$ cat src/rtl/round_timer_ctrl.sv
// Round countdown sequencer: loads a seconds preset, gates the interval timer, counts its ticks down to zero.
// All outputs registered, one cycle after the sampled command/tick; no backpressure, commands are single-cycle pulses.
module round_timer_ctrl #(
  parameter int SECS_W    = 8,
  parameter int MAX_SECS  = 255,
  parameter int WARN_SECS = 10
) (
  input  logic              clk,
  input  logic              reset_n,
  input  logic              start,
  input  logic              pause,
  input  logic              resume,
  input  logic              abort,
  input  logic [SECS_W-1:0] load_secs,
  input  logic              tick,
  output logic              timer_reset_n,
  output logic [SECS_W-1:0] remaining,
  output logic              busy,
  output logic              paused,
  output logic              warn,
  output logic              expired,
  output logic              done
);

  localparam logic [1:0] S_IDLE  = 2'd0;
  localparam logic [1:0] S_RUN   = 2'd1;
  localparam logic [1:0] S_PAUSE = 2'd2;
  localparam logic [1:0] S_DONE  = 2'd3;

  localparam logic [SECS_W-1:0] MAX_V  = SECS_W'(MAX_SECS);
  localparam logic [SECS_W-1:0] WARN_V = SECS_W'(WARN_SECS);
  localparam logic [SECS_W-1:0] ONE_V  = SECS_W'(1);

  logic [1:0]        state;
  logic [1:0]        state_nx;
  logic [SECS_W-1:0] rem_nx;
  logic [SECS_W-1:0] preset;
  logic              exp_nx;
  logic              start_acc;
  logic              busy_nx;

  always_comb begin
    preset = (load_secs > MAX_V) ? MAX_V : load_secs;
  end

  always_comb begin
    state_nx  = state;
    rem_nx    = remaining;
    exp_nx    = 1'b0;
    start_acc = 1'b0;
    if (abort) begin
      state_nx = S_IDLE;
      rem_nx   = '0;
    end else if (start) begin
      // A start always restarts the interval timer, even when already running.
      start_acc = 1'b1;
      if (preset == '0) begin
        state_nx = S_DONE;
        rem_nx   = '0;
        exp_nx   = 1'b1;
      end else begin
        state_nx = S_RUN;
        rem_nx   = preset;
      end
    end else begin
      case (state)
        S_RUN: begin
          if (tick && (remaining <= ONE_V)) begin
            state_nx = S_DONE;
            rem_nx   = '0;
            exp_nx   = 1'b1;
          end else begin
            if (tick) rem_nx = remaining - ONE_V;
            if (pause) state_nx = S_PAUSE;
          end
        end
        S_PAUSE: begin
          if (resume) state_nx = S_RUN;
        end
        default: begin
        end
      endcase
    end
  end

  always_comb begin
    busy_nx = (state_nx == S_RUN) || (state_nx == S_PAUSE);
  end

  always_ff @(posedge clk or negedge reset_n) begin
    if (!reset_n) begin
      state         <= S_IDLE;
      remaining     <= '0;
      expired       <= 1'b0;
      timer_reset_n <= 1'b0;
      busy          <= 1'b0;
      paused        <= 1'b0;
      warn          <= 1'b0;
      done          <= 1'b0;
    end else begin
      state         <= state_nx;
      remaining     <= rem_nx;
      expired       <= exp_nx;
      timer_reset_n <= (state_nx == S_RUN) && !start_acc;
      busy          <= busy_nx;
      paused        <= (state_nx == S_PAUSE);
      warn          <= busy_nx && (rem_nx != '0) && (rem_nx <= WARN_V);
      done          <= (state_nx == S_DONE);
    end
  end

endmodule

$ cat config.mk
export PLATFORM = sky130hd
export DESIGN_NAME = round_timer_ctrl
export DESIGN_NICKNAME = d
export VERILOG_FILES = /design/src/rtl/round_timer_ctrl.sv
export SDC_FILE = /design/constraint.sdc
export NUM_CORES = 1
export LEC_CHECK = 0
export ABC_AREA = 1
export BUFFER_PORTS_ARGS = -buffer_cell sky130_fd_sc_hd__buf_4
export CELL_PAD_IN_SITES_DETAIL_PLACEMENT = 1
export CELL_PAD_IN_SITES_GLOBAL_PLACEMENT = 1
export CORE_ASPECT_RATIO = 1.5
export CORE_MARGIN = 5
export CORE_UTILIZATION = 29
export DETAILED_ROUTE_END_ITERATION = 16
export PLACE_DENSITY = 0.6
export SLEW_MARGIN = 25
export SYNTH_ARGS = -nofsm -noshare
export SYNTH_HDL_FRONTEND = slang
export SYNTH_SLANG_ARGS = --single-unit
$ cat constraint.sdc
create_clock -name clk -period 3.11 [get_ports clk]
set_input_delay 0.4665 -clock clk [delete_from_list [all_inputs] [get_ports clk]]
set_output_delay 0.4665 -clock clk [all_outputs]
set_load 0.01 [all_outputs]
==> Word-level counts from Yosys, hierarchy flattened <==
Cells that the tools add are included.
W data, S select, Z words.
{ "word_totals": {"regBits": 16, "elab_cells": 46, "inputBits": 15} }
{ "op_classes": {"mux": 21, "add_sub_neg": 1, "magnitude_cmp": 3, "n_reduce_logical": 8, "eq_ne": 5} }
{ "op_table": {"columns": ["operator", "n"], "rows": [
  ["$mux W8", 7],
  ["$mux W2", 6],
  ["$gt A8 B8 Y1 const B", 1],
  ["$le A8 B1 Y1 const B", 1],
  ["$le A8 B4 Y1 const B", 1],
  ["$logic_not A8 Y1", 1],
  ["$reduce_bool A8 Y1", 1],
  ["$sub A8 B1 Y8 const B", 1],
  ["$mux W1", 7],
  ["$eq A2 B2 Y1 const B", 3],
  ["$eq A2 B1 Y1 const B", 2],
  ["$logic_and A1 B1 Y1", 4],
  ["$pmux W2 S2", 1],
  ["$logic_not A1 Y1", 1],
  ["$logic_or A1 B1 Y1", 1]
]} }

==> Longest topological paths before layout <==
{ "logic_depth": {"ltp_word": 10, "depth_mapped": 14, "depth_no_buf": 14} }

==> Worst setup path before layout <==
Ideal clock, no wire load.
{ "synth_path": {"path_kind": "register -> register", "startpoint": "register remaining[0]", "endpoint": "register warn", "t_required_ps": 3039, "n_path_buf": 0, "path_stages_with_launch": 15, "path_slack_ps": 1208, "arrival_ps": 1831, "cell_sequence": "dfrtp_1 > inv_1 > ha_1 > nor2_1 > nor2_4 > a21oi_1 > o21ai_0 > nand2_1 > nand2_1 > ha_1 > inv_1 > nand2_1 > inv_1 > nand2_1 > nor2_1"} }
{ "synth_between": {"elab_chain_len": 10, "elab_cells_between_ends": 19, "classes_between": "add/sub: 1; order compare: 2; eq/ne: 2; mux: 9; reduce/logical: 5"} }
{ "synth_rtl": {"columns": ["element", "line", "rtl"], "rows": [
  ["from (decl)", "17", "output logic [SECS_W-1:0] remaining,"],
  ["from (signal assigned)", "102", "remaining <= rem_nx;"],
  ["$le A8 B1 Y1 (*)", "68", "if (tick && (remaining <= ONE_V)) begin"],
  ["$logic_and A1 B1 Y1 (*)", "68", null],
  ["$mux W2 (*)", "68", null],
  ["$pmux W2 S2 (*)", "66", "case (state)"],
  ["$mux W2 (*)", "54", "end else if (start) begin"],
  ["$mux W2 (*)", "51", "if (abort) begin"],
  ["named net state_nx[1]", "35", "logic [1:0] state_nx;"],
  ["$eq A2 B1 Y1 or $eq A2 B2 Y1 (tied branches)", "87", "busy_nx = (state_nx == S_RUN) || (state_nx == S_PAUSE);"],
  ["$logic_or A1 B1 Y1 (*)", "87", null],
  ["named net busy_nx", "40", "logic busy_nx;"],
  ["$logic_and A1 B1 Y1 (*) (2 in a row)", "107", "warn <= busy_nx && (rem_nx != '0) && (rem_nx <= WARN_V);"],
  ["to (signal assigned)", "107", null],
  ["to (decl)", "20", "output logic warn,"]
]} }
The timed path passes the listed nets; every way through them passes the cells marked *.

==> Worst setup path after layout <==
Ends and elaborated chain as after synthesis.

==> impl.org <==
** Finish
- Total inserted antenna cells :: 0
- Fraction of layout instances using a drive strength above 1 :: about a quarter
- Final net count :: roughly 210
- Leaving out filler cells and counting taps, the final layout contains 225.
- Area grow syn2layout :: 26.69%
- In the layout the commonest cells are nand2_1 (38), buf_4 (28), inv_1 (27).
- The layout has 479 filler cells.
- The library cell used most frequently in the layout, excluding fill and tap cells, is nand2_1.

** GRT
- Global-route wire length before repair :: 5589 µm
- The total overflow left after global routing is 0.
- In the global route stage, overall resource usage came out at 14.18%.
- The initial antenna violation count was 0.
- The number of global-route vias before repair is 1235.
- Maximum number of pins on one net before global-route repair :: 17

** Die
- Overall die area :: approximately 0.0052 mm²
- Floorplan die height :: 85.81 µm
- The initialized floorplan defines 27 standard-cell rows.
- Die Span X :: 60.54 µm
- Core Region :: 0.003682 mm²
- Effective utilization at floorplan :: 30.17%
- IO Count :: 29

** Clocking
- Gates resized, CTS repair :: 0
- CTS HTree Levels :: 1
- Clock latency reported for the late side of the worst-skew pair :: roughly 0.25 ns
- CTS placed an instance of clkbuf_8 at the clock tree root.
- Clock buffers created by TritonCTS :: 3
- Count of hold-fix buffers inserted at cts :: 0
- CTS tree :: done
- The clock passes through at most 2 buffers.
- Clock slew seen by the registers of the worst setup and hold paths :: roughly 0.07 ns
- Clk sink count :: 16
- In this run the post-CTS setup repair buffer count came out at 0.

** Worst setup path
- Along the worst path, the maximum fanout reaches 6.
- The critical path in this run is classified as flip-flop to flip-flop.
- At the worst endpoint, the required time is 3.29 ns.
- Critical Path Sink Type :: flip-flop
- The worst setup path is launched from a flip-flop.
- For the worst setup path, the data arrival time is 2.25 ns.

** Place
- Worst setup slack before clock tree synthesis :: 1.021 ns
- Routability-driven placement finished with a final weighted congestion of 0.8087.
- In this run, placement finished with an instance count of roughly 220.
- Detailed placement finished with a half-perimeter wire length of between 2000 and 3000 µm.
- I/O Buffers :: 28

** Yosys
- The share of the Yosys chip area taken by registers is a little over a third.
- Synthesized flop and latch total :: 16
- Total number of yosys warnings :: 0
- The number of different library cells used by synthesis comes to 26.
- Synthesis produced a netlist with a net count of 174.
- Synthesis produced 152 cells.
- A synthesized cell averages ~7.3 µm².
- Netlist area before placement :: 0.001111 mm²

** Power and ir drop
- Combinational fraction of design power :: 25.8%
- Part of the power in registers :: 41.3%
- Net switching is ~31% of the power.
- NetSw :: 173.8 µW
- Leakage Power :: 0.0007877 µW
- Dividing total power by cell area gives a power density of 401.4 mW/mm².
- The internal portion of the total power is 391.3 µW.
- The clock network is responsible for 32.9% of the overall power.
- VDD sags by at most 0.2536 mV.

** Timing
- Least setup slack across all paths after layout :: between 1 and 1.5 ns
- Worst clock skew :: 0.002342 ns
- Achievable Freq :: 482.9 MHz
- The final hold violation count was 0.
- Max-Slew Margin vs Limit :: ~69%
- Setup violations remaining at the end of the flow were counted as 0.
- Setup repair after global routing left no endpoint under its margin.
- Post-layout minimum cycle time :: approximately 2.1 ns
- For the pin with the worst max-slew slack, the measured transition is between 0.4 and 0.5 ns.
- Final setup TNS :: 0 ns
- Final Slew Violations :: 0
- Dividing the final minimum period by the clock period gives 66.59%.

** Detailed routing
- For this run, the detailed router's first-pass iteration total came to 4.
- In the routed design, unresolved DRC markers number 0.
- Post-detailed-route count of antenna-violating nets :: 0
- In the final routed layout, each cell accounts on average for between 10 and 15 µm.
- The final layout contains routed wiring with a total length of 3214 µm.
- After detailed routing, the number of vias per cell comes to ~4.8.
- Number of vias after detailed routing :: 1069
- Number of DRC violations after detailed-routing iteration 0 :: 19

** Min path
- Type of the tightest min-delay check :: input port to asynchronous set/reset pin

** Flow run
- Number of maximum-capacitance violations :: 0

** Outcome
- The flow ran to the end, and the final reports show no timing, DRC or antenna violations.
registers in the layout (all words and copies together) (netlist names):
name / flops
busy: 1
done: 1
expired: 1
paused: 1
remaining: 8
state: 2
timer_reset_n: 1
warn: 1
routing by layer:
layer | share of wire [%] | vias to the layer above | global-route usage [%]
li1 | - | 545 | -
met5 | 0 | - | 0
met2 | 56 | 23 | 26.77
met1 | 38 | 496 | 15.12
met3 | 4.5 | 5 | 2.560
met4 | 1.4 | 0 | 4.734
cells in the mapped netlist, drive strengths merged:
master,number,share of area [%]
inv,27,9.1
nand3b,1,0.68
a21oi,4,2.1
a31oi,1,0.56
ha,7,7.9
a311oi,1,0.79
o31ai,1,0.68
o21bai,1,0.68
nand2,40,14
nor2,20,8.1
nand4,5,3.4
dfrtp,16,36
nor4,1,0.56
o21ai,5,2.3
a21o,1,0.68
nand3,17,8.6
nor3,2,1.9
buf,2,2.0
logic make-up (layout without fill, tap and decap cells):
logic type | after synthesis | count (layout) | share of synthesized area, %
DFF | 16 | 16 | 36.04
buffers and inverters | 29 | 59 | 11.15
and+or+nand+nor | 86 | 86 | 37.16
adders and majority gates | 7 | 7 | 7.883
AOI/OAI and AO/OA | 14 | 14 | 7.771
worst max-delay path, stage by stage, from the launching register on:
cell     delay, ns
dfrtp_1       0.44
inv_1         0.09
ha_1          0.24
nor2_1        0.18
nor2_4        0.08
a21oi_1       0.13
o21ai_0       0.09
nand2_1       0.06
nand2_1       0.09
ha_1          0.29
inv_1         0.08
nand2_1       0.05
inv_1         0.05
nand2_1       0.04
nor2_1        0.09
final timing paths:
kind                       slack [ns]  cells after the start                      to              startpoint
setup reg to reg                 1.04                     14          warn$_DFF_PN0_  remaining[0]$_DFF_PN0_
setup / recovery                 1.04                     14          warn$_DFF_PN0_  remaining[0]$_DFF_PN0_
hold / removal                   0.07                      1        paused$_DFF_PN0_                 reset_n
hold reg to reg                  0.68                      3  remaining[4]$_DFF_PN0_  remaining[4]$_DFF_PN0_
min in group clk                 0.43                      3  remaining[7]$_DFF_PN0_            load_secs[7]
max in group asynchronous        2.86                      1  remaining[2]$_DFF_PN0_                 reset_n
power groups by stage:
stage	registers (µW)	logic, µW	clock network [µW]
floorplan	241	83.4	0
global placement	237	146	0
detailed placement	237	149	0
CTS	234	150	192
global route	236	166	202
finish	234	146	186
layout make-up:
type	instances	area [µm²]	area share, %
sequential	16	400.4	28.44
timing repair buffer	28	210.2	14.93
inverter	27	101.3	7.200
clock buffer	4	55.05	3.911
tap	43	53.80	3.822
multi-input combinational	107	586.8	41.69
stage by stage:
step / power (µW) / instance area [µm²] / hold WS [ns] / utilization [%]
floorplan: 324.1 / 1111 / 0.1709 / -
global placement: 383.5 / 1353 / 0.3414 / 36.73
detailed placement: 386.5 / 1353 / 0.3437 / 36.73
CTS: 575.3 / 1408 / 0.07201 / 38.23
global route: 604.6 / 1408 / 0.07452 / 38.23
finish: 565.0 / 1408 / 0.06794 / 38.23
Note: power is estimated with default switching activity, not from simulation.
